### config.mk
export PLATFORM = sky130hd
export DESIGN_NAME = vedic4_mac_flat
export DESIGN_NICKNAME = d
export VERILOG_FILES = /design/src/rtl/vedic4_mac_if.sv /design/src/rtl/vedic4_mac.sv /design/src/flat_wrapper.sv
export SDC_FILE = /design/constraint.sdc
export NUM_CORES = 1
export LEC_CHECK = 0
export CORE_MARGIN = 2
export CORE_UTILIZATION = 51
export CTS_CLUSTER_SIZE = 25
export DETAILED_ROUTE_END_ITERATION = 12
export PLACE_DENSITY = 0.73
export SYNTH_ARGS = -nofsm -noshare
export SYNTH_HDL_FRONTEND = slang
export SYNTH_SLANG_ARGS = --single-unit
### constraint.sdc
create_clock -name clk -period 11.6 [get_ports clk]
set_input_delay 1.16 -clock clk [delete_from_list [all_inputs] [get_ports clk]]
set_output_delay 1.16 -clock clk [all_outputs]
set_load 0.005 [all_outputs]
### src/rtl/vedic4_mac_if.sv
// Handshake bundle for vedic4_mac: operand-pair input stream and result output stream.
interface vedic4_mac_if #(
    parameter int ACC_W = 12
);
    logic             in_valid;
    logic             in_ready;
    logic [3:0]       in_a;
    logic [3:0]       in_b;
    logic             out_valid;
    logic             out_ready;
    logic [ACC_W-1:0] out_sum;
    logic             out_ovf;

    modport master (
        output in_valid, in_a, in_b, out_ready,
        input  in_ready, out_valid, out_sum, out_ovf
    );

    modport slave (
        input  in_valid, in_a, in_b, out_ready,
        output in_ready, out_valid, out_sum, out_ovf
    );
endinterface

### src/rtl/vedic4_mac.sv
// vedic4_mac: sums N_TERMS products of a registered 4x4 Vedic multiplier into one result.
// Define VEDIC4_MAC_SAT_EN to clamp the accumulator on overflow instead of wrapping.

module Vedic2x2 (
    input  logic [1:0] a_i,
    input  logic [1:0] b_i,
    output logic [3:0] p_o
);
    logic crossHi;
    logic crossLo;
    logic carry1;

    assign crossHi = a_i[1] & b_i[0];
    assign crossLo = a_i[0] & b_i[1];
    assign carry1  = crossHi & crossLo;
    assign p_o[0]  = a_i[0] & b_i[0];
    assign p_o[1]  = crossHi ^ crossLo;
    assign p_o[2]  = (a_i[1] & b_i[1]) ^ carry1;
    assign p_o[3]  = (a_i[1] & b_i[1]) & carry1;
endmodule

module vedic4 (
    input  logic [3:0] a_i,
    input  logic [3:0] b_i,
    output logic [7:0] p_o
);
    logic [3:0] qLL;
    logic [3:0] qHL;
    logic [3:0] qLH;
    logic [3:0] qHH;
    logic [5:0] midSum;
    logic [3:0] highSum;

    Vedic2x2 uLL (.a_i(a_i[1:0]), .b_i(b_i[1:0]), .p_o(qLL));
    Vedic2x2 uHL (.a_i(a_i[3:2]), .b_i(b_i[1:0]), .p_o(qHL));
    Vedic2x2 uLH (.a_i(a_i[1:0]), .b_i(b_i[3:2]), .p_o(qLH));
    Vedic2x2 uHH (.a_i(a_i[3:2]), .b_i(b_i[3:2]), .p_o(qHH));

    // Cross terms plus the upper half of the low partial product form bits [3:2] and a carry.
    assign midSum  = 6'(qHL) + 6'(qLH) + 6'(qLL[3:2]);
    assign highSum = qHH + midSum[5:2];
    assign p_o     = {highSum, midSum[1:0], qLL[1:0]};
endmodule

module vedic4_mac #(
    parameter int N_TERMS = 4,
    parameter int ACC_W   = 12
) (
    input  logic         clk,
    input  logic         rst,
    vedic4_mac_if.slave  bus
);
    typedef enum logic [1:0] {
        ACC,
        DRAIN,
        HOLD
    } state_e;

    localparam logic [7:0] LAST_TERM = 8'(N_TERMS - 1);

    state_e           state_q, state_d;
    logic [7:0]       termCnt_q, termCnt_d;
    logic [3:0]       aR_q, aR_d;
    logic [3:0]       bR_q, bR_d;
    logic             v1_q, v1_d;
    logic [ACC_W-1:0] acc_q, acc_d;
    logic             ovf_q, ovf_d;
    logic [7:0]       prod;
    logic [ACC_W:0]   sumWide;
    logic             accept;

    vedic4 uMul (.a_i(aR_q), .b_i(bR_q), .p_o(prod));

    assign bus.in_ready  = (state_q == ACC) && !rst;
    assign bus.out_valid = (state_q == HOLD);
    assign bus.out_sum   = acc_q;
    assign bus.out_ovf   = ovf_q;

    assign accept  = bus.in_valid && bus.in_ready;
    assign sumWide = {1'b0, acc_q} + (ACC_W + 1)'(prod);

    always_comb begin
        state_d   = state_q;
        termCnt_d = termCnt_q;
        aR_d      = aR_q;
        bR_d      = bR_q;
        v1_d      = accept;
        acc_d     = acc_q;
        ovf_d     = ovf_q;

        if (accept) begin
            aR_d      = bus.in_a;
            bR_d      = bus.in_b;
            termCnt_d = termCnt_q + 8'd1;
        end

        // The bit above the accumulator width is the carry out; it makes ovf sticky for the group.
        if (v1_q) begin
            if (sumWide[ACC_W]) begin
                ovf_d = 1'b1;
            end
`ifdef VEDIC4_MAC_SAT_EN
            acc_d = sumWide[ACC_W] ? '1 : sumWide[ACC_W-1:0];
`else
            acc_d = sumWide[ACC_W-1:0];
`endif
        end

        unique case (state_q)
            ACC: begin
                if (accept && (termCnt_q == LAST_TERM)) begin
                    state_d = DRAIN;
                end
            end
            DRAIN: begin
                state_d = HOLD;
            end
            HOLD: begin
                if (bus.out_ready) begin
                    state_d   = ACC;
                    acc_d     = '0;
                    ovf_d     = 1'b0;
                    termCnt_d = '0;
                    v1_d      = 1'b0;
                end
            end
            default: begin
                state_d = ACC;
            end
        endcase
    end

    always_ff @(posedge clk) begin
        if (rst) begin
            state_q   <= ACC;
            termCnt_q <= '0;
            aR_q      <= '0;
            bR_q      <= '0;
            v1_q      <= 1'b0;
            acc_q     <= '0;
            ovf_q     <= 1'b0;
        end else begin
            state_q   <= state_d;
            termCnt_q <= termCnt_d;
            aR_q      <= aR_d;
            bR_q      <= bR_d;
            v1_q      <= v1_d;
            acc_q     <= acc_d;
            ovf_q     <= ovf_d;
        end
    end
endmodule

### src/flat_wrapper.sv
// flat-port wrapper written by rule: the top's interface ports become plain ports
module vedic4_mac_flat 
#(
    parameter int N_TERMS = 4,
    parameter int ACC_W   = 12
)
  (clk, rst, bus_in_valid, bus_in_a, bus_in_b, bus_out_ready, bus_in_ready, bus_out_valid, bus_out_sum, bus_out_ovf);
  vedic4_mac_if #(.ACC_W(ACC_W)) bus_i ();
  input  logic clk;
  input  logic rst;
  input wire logic [$bits(bus_i.in_valid)-1:0] bus_in_valid;
  input wire logic [$bits(bus_i.in_a)-1:0] bus_in_a;
  input wire logic [$bits(bus_i.in_b)-1:0] bus_in_b;
  input wire logic [$bits(bus_i.out_ready)-1:0] bus_out_ready;
  output wire logic [$bits(bus_i.in_ready)-1:0] bus_in_ready;
  output wire logic [$bits(bus_i.out_valid)-1:0] bus_out_valid;
  output wire logic [$bits(bus_i.out_sum)-1:0] bus_out_sum;
  output wire logic [$bits(bus_i.out_ovf)-1:0] bus_out_ovf;
  assign bus_i.in_valid = bus_in_valid;
  assign bus_i.in_a = bus_in_a;
  assign bus_i.in_b = bus_in_b;
  assign bus_i.out_ready = bus_out_ready;
  assign bus_in_ready = bus_i.in_ready;
  assign bus_out_valid = bus_i.out_valid;
  assign bus_out_sum = bus_i.out_sum;
  assign bus_out_ovf = bus_i.out_ovf;
  vedic4_mac #(.N_TERMS(N_TERMS), .ACC_W(ACC_W)) u_core (.clk(clk), .rst(rst), .bus(bus_i));
endmodule
==> results of run 1 <==
## report_power, final
part           internal, mW  switching [mW]  leakage (nW)
combinational       0.00799         0.00804         0.792
sequential            0.112         0.00290         0.259
clock                0.0418          0.0435        0.0479
total                 0.162          0.0544          1.10
## cell type report
cell class / count / area share [%]
well taps: 48 / 2.50
clock inverters: 3 / 0.782
flip-flops and latches: 32 / 26.7
multi-input cells: 184 / 54.2
repair buffers: 26 / 10.8
inverters: 13 / 2.08
clock buffers: 5 / 2.87
## kinds of logic (layout without fill, tap and decap cells)
| family | after synthesis | after routing |
|---|---|---|
| AOI/OAI and AO/OA | 50 | 50 |
| adders and majority gates | 30 | 30 |
| and+or+nand+nor | 85 | 85 |
| DFF | 32 | 32 |
| buffers and inverters | 19 | 47 |
| xor gates and xnor gates | 18 | 18 |
| muxes | 1 | 1 |
## per-layer routing
layer / track usage (%) / up-vias / routed length (µm)
met5: 0 / - / 0
met4: 7.65 / 0 / 55
met3: 4.90 / 5 / 139
met2: 30.6 / 25 / 1740
met1: 26.5 / 751 / 1900
li1: - / 861 / -
## Yosys cell counts (2+ instances only)
library cell,n,area [µm²]
nand4_1,5,31.3
or3_1,2,12.5
o22ai_1,3,18.8
inv_1,11,41.3
buf_2,2,10.0
dfxtp_1,32,641
xnor2_1,6,52.6
nor2_1,15,56.3
a211oi_1,2,15.0
and2_1,14,87.6
a21o_1,8,60.1
or4_1,2,15.0
o21ai_0,5,25.0
xor2_1,12,105
fa_1,5,100
nand2b_1,5,31.3
nand3_1,4,20.0
clkbuf_1,4,15.0
ha_1,25,313
nand2_1,33,124
a21oi_1,23,115
o211ai_1,3,22.5
## worst register-to-register path, delay by kind of cell, from the launching register on
family | cells | cell delay, ps
adder cells (fa/ha/maj) | 7 | 2270
buffers and inverters | 1 | 90
AND/OR/NAND/NOR | 2 | 310
XOR/XNOR | 2 | 410
flip-flops | 1 | 340
AO/OA/AOI/OAI | 4 | 750
## worst max path at each step
stage	start	endpoint	slack [ps]	cells past startpoint
6_report	u_core.aR_q[1]	u_core.bus.out_sum[11]	7290	16
5_1_grt	u_core.aR_q[1]	u_core.bus.out_sum[11]	6990	16
4_1_cts	u_core.aR_q[1]	u_core.bus.out_sum[11]	7250	16
3_5_place_dp	u_core.aR_q[1]	u_core.bus.out_sum[11]	7250	16
3_3_place_gp	u_core.bR_q[0]	u_core.bus.out_sum[11]	7380	16
2_1_floorplan	u_core.bR_q[0]	u_core.bus.out_sum[11]	7640	16
## state kept, by name, indices dropped and copies added, names as in the netlist
| register | flops |
|---|---|
| u_core.bus.out_ovf | 1 |
| u_core.state_q | 2 |
| u_core.bus.out_sum | 12 |
| u_core.bR_q | 4 |
| u_core.aR_q | 4 |
| u_core.v1_q | 1 |
| u_core.termCnt_q | 8 |
==> run summary, run 1 <==
number of global-route vias before repair -> 1,516
Clock Pin Slew Worst Setup and Hold Paths -> 70 ps
largest family of logic cells by synthesized area -> simple AND/OR/NAND/NOR gates
Tot Pwr -> 216 µW
most common cell after layout, fill and taps aside -> nand2_1
Layout area overhead -> 19.0%
Arr. time, crit path -> 4460 ps
Worst Setup End Kind -> register
hpwl dp -> 2970 µm
Crit-path slowest cell -> fa_1
clk sink count -> 32
initial antenna violation count -> 0
period utilization -> 37.2%
Post-synth EDFFs -> 0
most frequent CP cell -> ha_1
worst min path class -> reg -> reg
drc violations -> 0
DRT iter0 DRCs -> 90
first-pass GRT wire length -> 6780 µm
final hold viol count -> 0
max_slew headroom -> 59.6%
Worst Reg-to-Reg Cells -> 16
FILL cells -> 347
Longest Clk Path Bufs -> 2
Worst setup SP type -> register
DP Area -> 2310 µm²
cell area after synthesis -> 2020 µm²
Crit Path Max Fanout -> 6
CTS Buf Count -> 5
commonest non-fill, non-tap cells in the layout -> nand2_1 (33), dfxtp_1 (32), clkdlybuf4s50_1 (26)
ys flop type -> dfxtp_1
via count -> 1,642
Finish-stage setup viols -> 0
worst path required time -> 11,750 ps
share of async-settable or async-resettable flops after synthesis -> 0%
Leak -> 1.10 nW
largest net degree at the start of global routing -> 19
Die X -> 66.9 µm
CP delay by family, top -> adder cells
initial core utilization -> 53.9%
f_max -> 232 MHz
wire per inst -> 12.3 µm
CP cell instances -> and2_1 -> ha_1 -> ha_1 -> fa_1 -> ha_1 -> fa_1 -> xor2_1 -> inv_1 -> fa_1 -> xnor2_1 -> ha_1 -> a21o_1 -> a21o_1 -> a22oi_1 -> or3_1 -> a21oi_1
die area -> 4480 µm²
layout cells sized above 1 -> 4.18%
yosys warns -> 0
Final ANT Viol Nets -> 0
FF-to-FF End -> u_core.bus.out_sum[11]
Post-CTS Resized -> 0
final hold slack -> 458 ps
Yosys cell types -> 36
FF+latch area -> 641 µm²
status -> completed
hold_buf cts -> 0
xor and xnor area share after synthesis -> 7.81%
area share of fa/ha/maj cells after synthesis -> 20.5%
gpl congestion -> 0.806
Setup TNS Final -> 0 ps
CP Class -> reg -> reg
core footprint -> 3740 µm²
Final Net Count -> 304
Finished Cell Area -> 2400 µm²
dpl ws -> 7250 ps
simple-gate share of the synthesized area -> 20.9%
n_diodes -> 0
Slew @ Worst Pin -> 606 ps
Seq/Total Area, Yosys -> 31.7%
Post-Syn Instances -> 235
vias per cell -> 5.28
clock root cell -> clkbuf_8
Worst-Skew Late Latency -> 280 ps
# Max-Cap Violations -> 0
PnR worst setup slack -> 7290 ps
Final Non-Filler Cells -> 311
Crit Reg-Reg Startpoint -> u_core.aR_q[1]
Buf+Inv Stages, Crit Path -> 1
Slew Limit Fails -> 0
Total GRT Usage -> 19.8%
CTS H-tree depth -> 2
Compound-Gate Fraction of Synth Area -> 14.9%
setup repair bufs after CTS -> 0
Syn Area/Cell -> 8.59 µm²
TritonCTS clock tree -> done
Die Y -> 66.9 µm
synthesis-stage register bit count -> 32
post-synthesis mux area share -> 0.496%
I/O pins -> 27
area of the multi-input gates -> 1300 µm²
Placed Instances -> 303
IO buf count -> 26
Power Dens Cells -> 90.1 nW/µm²
Hold Startpoint -> u_core.termCnt_q[7]
r2r setup slk -> 7290 ps
post-route clock skew -> 3.91 ps
WHS Endpoint -> u_core.state_q[0]
Hold Path Depth -> 1
unrepaired setup endpoints after global routing -> false
maximum VDD drop -> 0.0000804 V
post-synthesis net count -> 277
crit-path max cell delay -> 470 ps
drt first pass iters -> 4
final design utilization -> 64.1%
FP Rows -> 22
Period minus WS final -> 4310 ps
final wirelength -> 3830 µm
grt ovf -> 0
(Power assumes the default switching activity.)
==> run 2: changes to the inputs <==
--- a/config.mk
+++ b/config.mk
@@ -6,7 +6,7 @@
 export NUM_CORES = 1
 export LEC_CHECK = 0
 export CORE_MARGIN = 2
-export CORE_UTILIZATION = 51
+export CORE_UTILIZATION = 49
 export CTS_CLUSTER_SIZE = 25
 export DETAILED_ROUTE_END_ITERATION = 12
 export PLACE_DENSITY = 0.73
==> constraint.sdc (replaced) <==
create_clock -name clk -period 3.9 [get_ports clk]
set_input_delay 0.39 -clock clk [delete_from_list [all_inputs] [get_ports clk]]
set_output_delay 0.39 -clock clk [all_outputs]
set_load 0.005 [all_outputs]
==> run summary, run 2 (synthesized netlist as in run 1, its figures left out) <==
Period minus WS final -> 3950 ps (-360 ps)
first-pass GRT wire length -> 7490 µm (+10%)
TritonCTS clock tree -> done
gr busiest metal -> met2
dpl ws -> -191 ps (-7440 ps)
unrepaired setup endpoints after global routing -> true
drc violations -> 0 (unchanged)
Final ANT Viol Nets -> 0 (unchanged)
maximum VDD drop -> 0.000195 V (+140%)
Worst setup SP type -> register
Layout area overhead -> 34.5%
f_max -> 253 MHz (+9.1%)
Crit Path Max Fanout -> 4 (-2)
DP Area -> 2450 µm² (+5.9%)
initial antenna violation count -> 0 (unchanged)
commonest non-fill, non-tap cells in the layout -> nand2_1 (33), dfxtp_1 (27), clkdlybuf4s50_1 (26)
Leak -> 1.20 nW (+8.9%)
failing checks -> setup timing
FILL cells -> 329 (-5.2%)
clk sink count -> 32 (unchanged)
most common cell after layout, fill and taps aside -> nand2_1
clock root cell -> clkbuf_8
IO buf count -> 26 (unchanged)
I/O pins -> 27 (unchanged)
via count -> 1,761 (+7.2%)
n_diodes -> 0 (unchanged)
Clock Power Share -> 38.7% (-0.7 points)
core footprint -> 3970 µm² (+6.1%)
vias per cell -> 5.29 (+0.16%)
switching fraction of total power -> 25.4% (+0.26 points)
largest net degree at the start of global routing -> 19 (unchanged)
Final Net Count -> 324 (+6.6%)
CTS Buf Count -> 5 (unchanged)
P_sw -> 167 µW (+210%)
Power Dens Cells -> 242 nW/µm² (+170%)
GR Util met1 -> 27.1% (+0.68 points)
Die X -> 68.2 µm (+1.9%)
Clock Pin Slew Worst Setup and Hold Paths -> 70 ps (about the same)
DRT iter0 DRCs -> 79 (-12%)
Die Y -> 68.2 µm (+1.9%)
PnR worst setup slack -> -53.5 ps (-7340 ps)
Largest register FFs -> 12 (unchanged)
Longest Clk Path Bufs -> 2 (unchanged)
met3 Use GR -> 5.26% (+0.36 points)
worst path required time -> 4120 ps (-7630 ps)
layout cells sized above 1 -> 21.9% (+18 points)
drt first pass iters -> 4 (unchanged)
hpwl dp -> 3220 µm (+8.7%)
final hold viol count -> 0 (unchanged)
final wirelength -> 4530 µm (+18%)
Logic pwr share -> 9.2% (+1.8 points)
# Max-Cap Violations -> 0 (unchanged)
FP Rows -> 23 (+4.5%)
Slew @ Worst Pin -> 640 ps (+33.9 ps)
gpl congestion -> 0.782 (-2.9%)
die area -> 4650 µm² (+3.8%)
post-route clock skew -> 5.60 ps (+1.69 ps)
hold_buf cts -> 0 (unchanged)
Reg power frac -> 52.1% (-1.1 points)
Worst Setup End Kind -> register
met2 global-route usage -> 36.5% (+5.9 points)
number of global-route vias before repair -> 1,678 (+11%)
wire per inst -> 13.6 µm (+10%)
period utilization -> 101% (+64 points)
initial core utilization -> 50.8% (-3.1 points)
CP Class -> reg -> reg
Finish-stage setup viols -> 2 (+2)
worst min path class -> reg -> reg
CTS H-tree depth -> 2 (unchanged)
Worst-Skew Late Latency -> 290 ps (about the same)
Finished Cell Area -> 2710 µm² (+13%)
Arr. time, crit path -> 4180 ps (-280 ps)
Slew Limit Fails -> 0 (unchanged)
grt ovf -> 0 (unchanged)
status -> complete, but fails checks
Internal -> 489 µW (+200%)
Total GRT Usage -> 22.0% (+2.2 points)
max_slew headroom -> 57.4% (-2.3 points)
==> run 2: changes by cell type in the layout (fill, tap and decap cells not counted), sizes merged <==
cell | before | now
buf | 0 | 20
==> run 2: critical path: stages (launching register included) <==
cell and delay (ps):
dfxtp_2 330, and2_4 160, ha_4 160, ha_4 150
fa_1 490, ha_4 190, fa_2 370, xor2_2 160
ha_1 290, a21o_1 200, a21oi_2 150, xnor2_1 90
ha_1 320, buf_4 140, a21o_1 120, a22oi_2 90
or3_4 380, a21oi_2 110
==> run 2: stage by stage <==
| stage | TNS (ps) | instances | power, mW | utilization [%] | hold WS, ps |
|---|---|---|---|---|---|
| 2_1_floorplan | 0 | 235 | 0.375 | - | 416 |
| 3_3_place_gp | -265 | 322 | 0.403 | 61.7 | 439 |
| 3_5_place_dp | -856 | 322 | 0.405 | 61.7 | 438 |
| 4_1_cts | -100 | 332 | 0.662 | 67.6 | 449 |
| 5_1_grt | -1070 | 333 | 0.685 | 68.3 | 475 |
| 6_report | -83.0 | 333 | 0.656 | 68.3 | 452 |
==> run 2: timing repair <==
item                                    in CTS  in global routing
resized for setup                           29                  7
pin swaps                                   20                 19
endpoints found under the setup margin       7                  7
setup buffers                                2                  1
==> run 2: worst paths after layout <==
path / startpoint / to / slack (ps) / depth (start not counted)
max: u_core.aR_q[0] / u_core.bus.out_sum[11] / -50 / 17
min: u_core.termCnt_q[7] / u_core.state_q[0] / 450 / 1
min reg2reg: u_core.termCnt_q[7] / u_core.state_q[0] / 450 / 1
max reg2reg: u_core.aR_q[0] / u_core.bus.out_sum[11] / -50 / 17
==> run 2: routing by layer <==
| metal | vias up | part of all wire, % |
|---|---|---|
| li1 | 904 | - |
| met1 | 815 | 45 |
| met2 | 33 | 49 |
| met3 | 9 | 3.2 |
| met4 | 0 | 2.2 |
| met5 | - | 0 |
==> run 2: area by class of cell <==
type                    instances  area [µm²]  area share (%)
well taps                      50        62.6            2.31
flip-flops and latches         32         647            23.8
repair buffers                 46         414            15.3
clock inverters                 3        18.8           0.692
multi-input cells             184        1450            53.5
clock buffers                   5        68.8            2.54
inverters                      13        50.0            1.84
==> run 2: power by group through the flow <==
stage / clock, mW / combinational (mW) / sequential (mW)
2_1_floorplan: 0 / 0.0292 / 0.346
3_3_place_gp: 0 / 0.0556 / 0.347
3_5_place_dp: 0 / 0.0564 / 0.348
4_1_cts: 0.261 / 0.0597 / 0.341
5_1_grt: 0.276 / 0.0667 / 0.343
6_report: 0.254 / 0.0605 / 0.342
==> run 3: changes to the inputs <==
--- a/config.mk
+++ b/config.mk
@@ -13,3 +13,4 @@
 export SYNTH_ARGS = -nofsm -noshare
 export SYNTH_HDL_FRONTEND = slang
 export SYNTH_SLANG_ARGS = --single-unit
+export TNS_END_PERCENT = 20
==> run summary, run 3 (synthesized netlist as in run 1, its figures left out) <==
CP Class -> reg -> reg
initial core utilization -> 50.8% (unchanged)
Slew @ Worst Pin -> 654 ps (+14.0 ps)
first-pass GRT wire length -> 7490 µm (unchanged)
final hold viol count -> 0 (unchanged)
grt ovf -> 0 (unchanged)
DRT iter0 DRCs -> 62 (-22%)
Placed Instances -> 322 (unchanged)
Internal -> 489 µW (about the same)
initial antenna violation count -> 0 (unchanged)
Reg power frac -> 52.0% (about the same)
commonest non-fill, non-tap cells in the layout -> nand2_1 (33), dfxtp_1 (27), clkdlybuf4s50_1 (26)
hold_buf cts -> 0 (unchanged)
FILL cells -> 328 (-0.30%)
hpwl dp -> 3220 µm (unchanged)
Final ANT Viol Nets -> 0 (unchanged)
largest net degree at the start of global routing -> 19 (unchanged)
Clock Power Share -> 38.9% (+0.2 points)
Total GRT Usage -> 22.0% (unchanged)
Clock Pin Slew Worst Setup and Hold Paths -> 70 ps (about the same)
post-route clock skew -> 7.36 ps (+1.75 ps)
Crit Reg-Reg Startpoint -> u_core.aR_q[0]
worst path required time -> 4060 ps (-60 ps)
maximum VDD drop -> 0.000195 V (+0.12%)
Logic pwr share -> 9.2% (about the same)
unrepaired setup endpoints after global routing -> true
period utilization -> 102% (+0.45 points)
wire per inst -> 13.6 µm (about the same)
crit path from -> u_core.aR_q[0]
Final Non-Filler Cells -> 333 (unchanged)
P_sw -> 168 µW (+0.68%)
clk sink count -> 32 (unchanged)
final design utilization -> 68.2% (-0.094 points)
vias per cell -> 5.27 (-0.34%)
Slew Limit Fails -> 0 (unchanged)
Crit Path Max Fanout -> 4 (unchanged)
drt first pass iters -> 4 (unchanged)
switching fraction of total power -> 25.6% (+0.14 points)
die area -> 4650 µm² (unchanged)
Hold Startpoint -> u_core.termCnt_q[7]
Finish-stage setup viols -> 2 (unchanged)
Worst Setup End Kind -> register
Setup TNS Final -> -115 ps (-31.6 ps)
Arr. time, crit path -> 4130 ps (-50 ps)
FP Rows -> 23 (unchanged)
Leak -> 1.20 nW (+0.30%)
via count -> 1,755 (-0.34%)
Die X -> 68.2 µm (unchanged)
Layout area overhead -> 34.3%
Die Y -> 68.2 µm (unchanged)
CTS Buf Count -> 5 (unchanged)
IO buf count -> 26 (unchanged)
DP Area -> 2450 µm² (unchanged)
layout cells sized above 1 -> 21.6% (-0.35 points)
Power Dens Cells -> 242 nW/µm² (+0.28%)
worst min path class -> reg -> reg
status -> complete, but fails checks
TritonCTS clock tree -> done
core footprint -> 3970 µm² (unchanged)
CTS H-tree depth -> 2 (unchanged)
Period minus WS final -> 3970 ps (+17.5 ps)
max_slew headroom -> 56.4% (-0.93 points)
Worst setup SP type -> register
failing checks -> setup timing
most common cell after layout, fill and taps aside -> nand2_1
n_diodes -> 0 (unchanged)
number of global-route vias before repair -> 1,679 (+0.060%)
clock root cell -> clkbuf_8
# Max-Cap Violations -> 0 (unchanged)
Worst-Skew Late Latency -> 290 ps (about the same)
drc violations -> 0 (unchanged)
I/O pins -> 27 (unchanged)
PnR worst setup slack -> -71.0 ps (-17.5 ps)
Longest Clk Path Bufs -> 2 (unchanged)
dpl ws -> -191 ps (unchanged)
f_max -> 252 MHz (-0.44%)
Largest register FFs -> 12 (unchanged)
gpl congestion -> 0.782 (unchanged)
Finished Cell Area -> 2710 µm² (-0.14%)
Final Net Count -> 324 (unchanged)
final wirelength -> 4530 µm (about the same)
run 3: cell counts in the layout (fill, tap and decap cells not counted):
Identical to the previous run, type by type.
run 3: final timing paths:
check | cells past startpoint | slack [ps] | to
max | 17 | -70 | u_core.bus.out_sum[11]
min | 1 | 450 | u_core.state_q[0]
max reg2reg | 17 | -70 | u_core.bus.out_sum[11]
min reg2reg | 1 | 450 | u_core.state_q[0]
run 3: power groups by stage:
stage	sequential, mW	clock, mW	combinational, mW
floorplan	0.346	0	0.0292
global placement	0.347	0	0.0556
detailed placement	0.348	0	0.0564
CTS	0.341	0.261	0.0595
global route	0.343	0.276	0.0665
finish	0.342	0.255	0.0602
run 3: metal layers:
layer	wire, µm	global-route usage [%]	part of all wire [%]
met2	2210	36.5	49
met1	2080	27.1	46
met3	145	5.26	3.2
met5	0	0	0
met4	95	9.50	2.1
run 3: stage by stage:
step / power [mW] / hold WS [ps]
2_1_floorplan: 0.375 / 416
3_3_place_gp: 0.403 / 439
3_5_place_dp: 0.405 / 438
4_1_cts: 0.662 / 449
5_1_grt: 0.685 / 475
6_report: 0.657 / 452
run 3: layout make-up:
type / count / area (µm²) / area share [%]
clock inverters: 3 / 18.8 / 0.693
inverters: 13 / 50.0 / 1.85
multi-input cells: 184 / 1450 / 53.6
repair buffers: 46 / 410 / 15.1
well taps: 50 / 62.6 / 2.31
flip-flops and latches: 32 / 647 / 23.9
clock buffers: 5 / 68.8 / 2.54
run 3: critical path: stages (launching register included):
cell and delay [ps]:
dfxtp_2 330, and2_4 160, ha_4 160, ha_4 150
fa_1 490, ha_4 190, fa_2 370, xor2_2 160
ha_1 290, a21o_1 200, a21oi_2 150, xnor2_1 140
ha_1 270, buf_4 160, a21o_1 180, a22oi_2 220
or3_4 170, a21oi_2 40
run 3: timing repair:
action | 4_1_cts | 5_1_grt
setup endpoints to repair | 7 | 7
pin swaps | 20 | 11
gates resized for setup | 28 | 6
setup buffers | 2 | 1
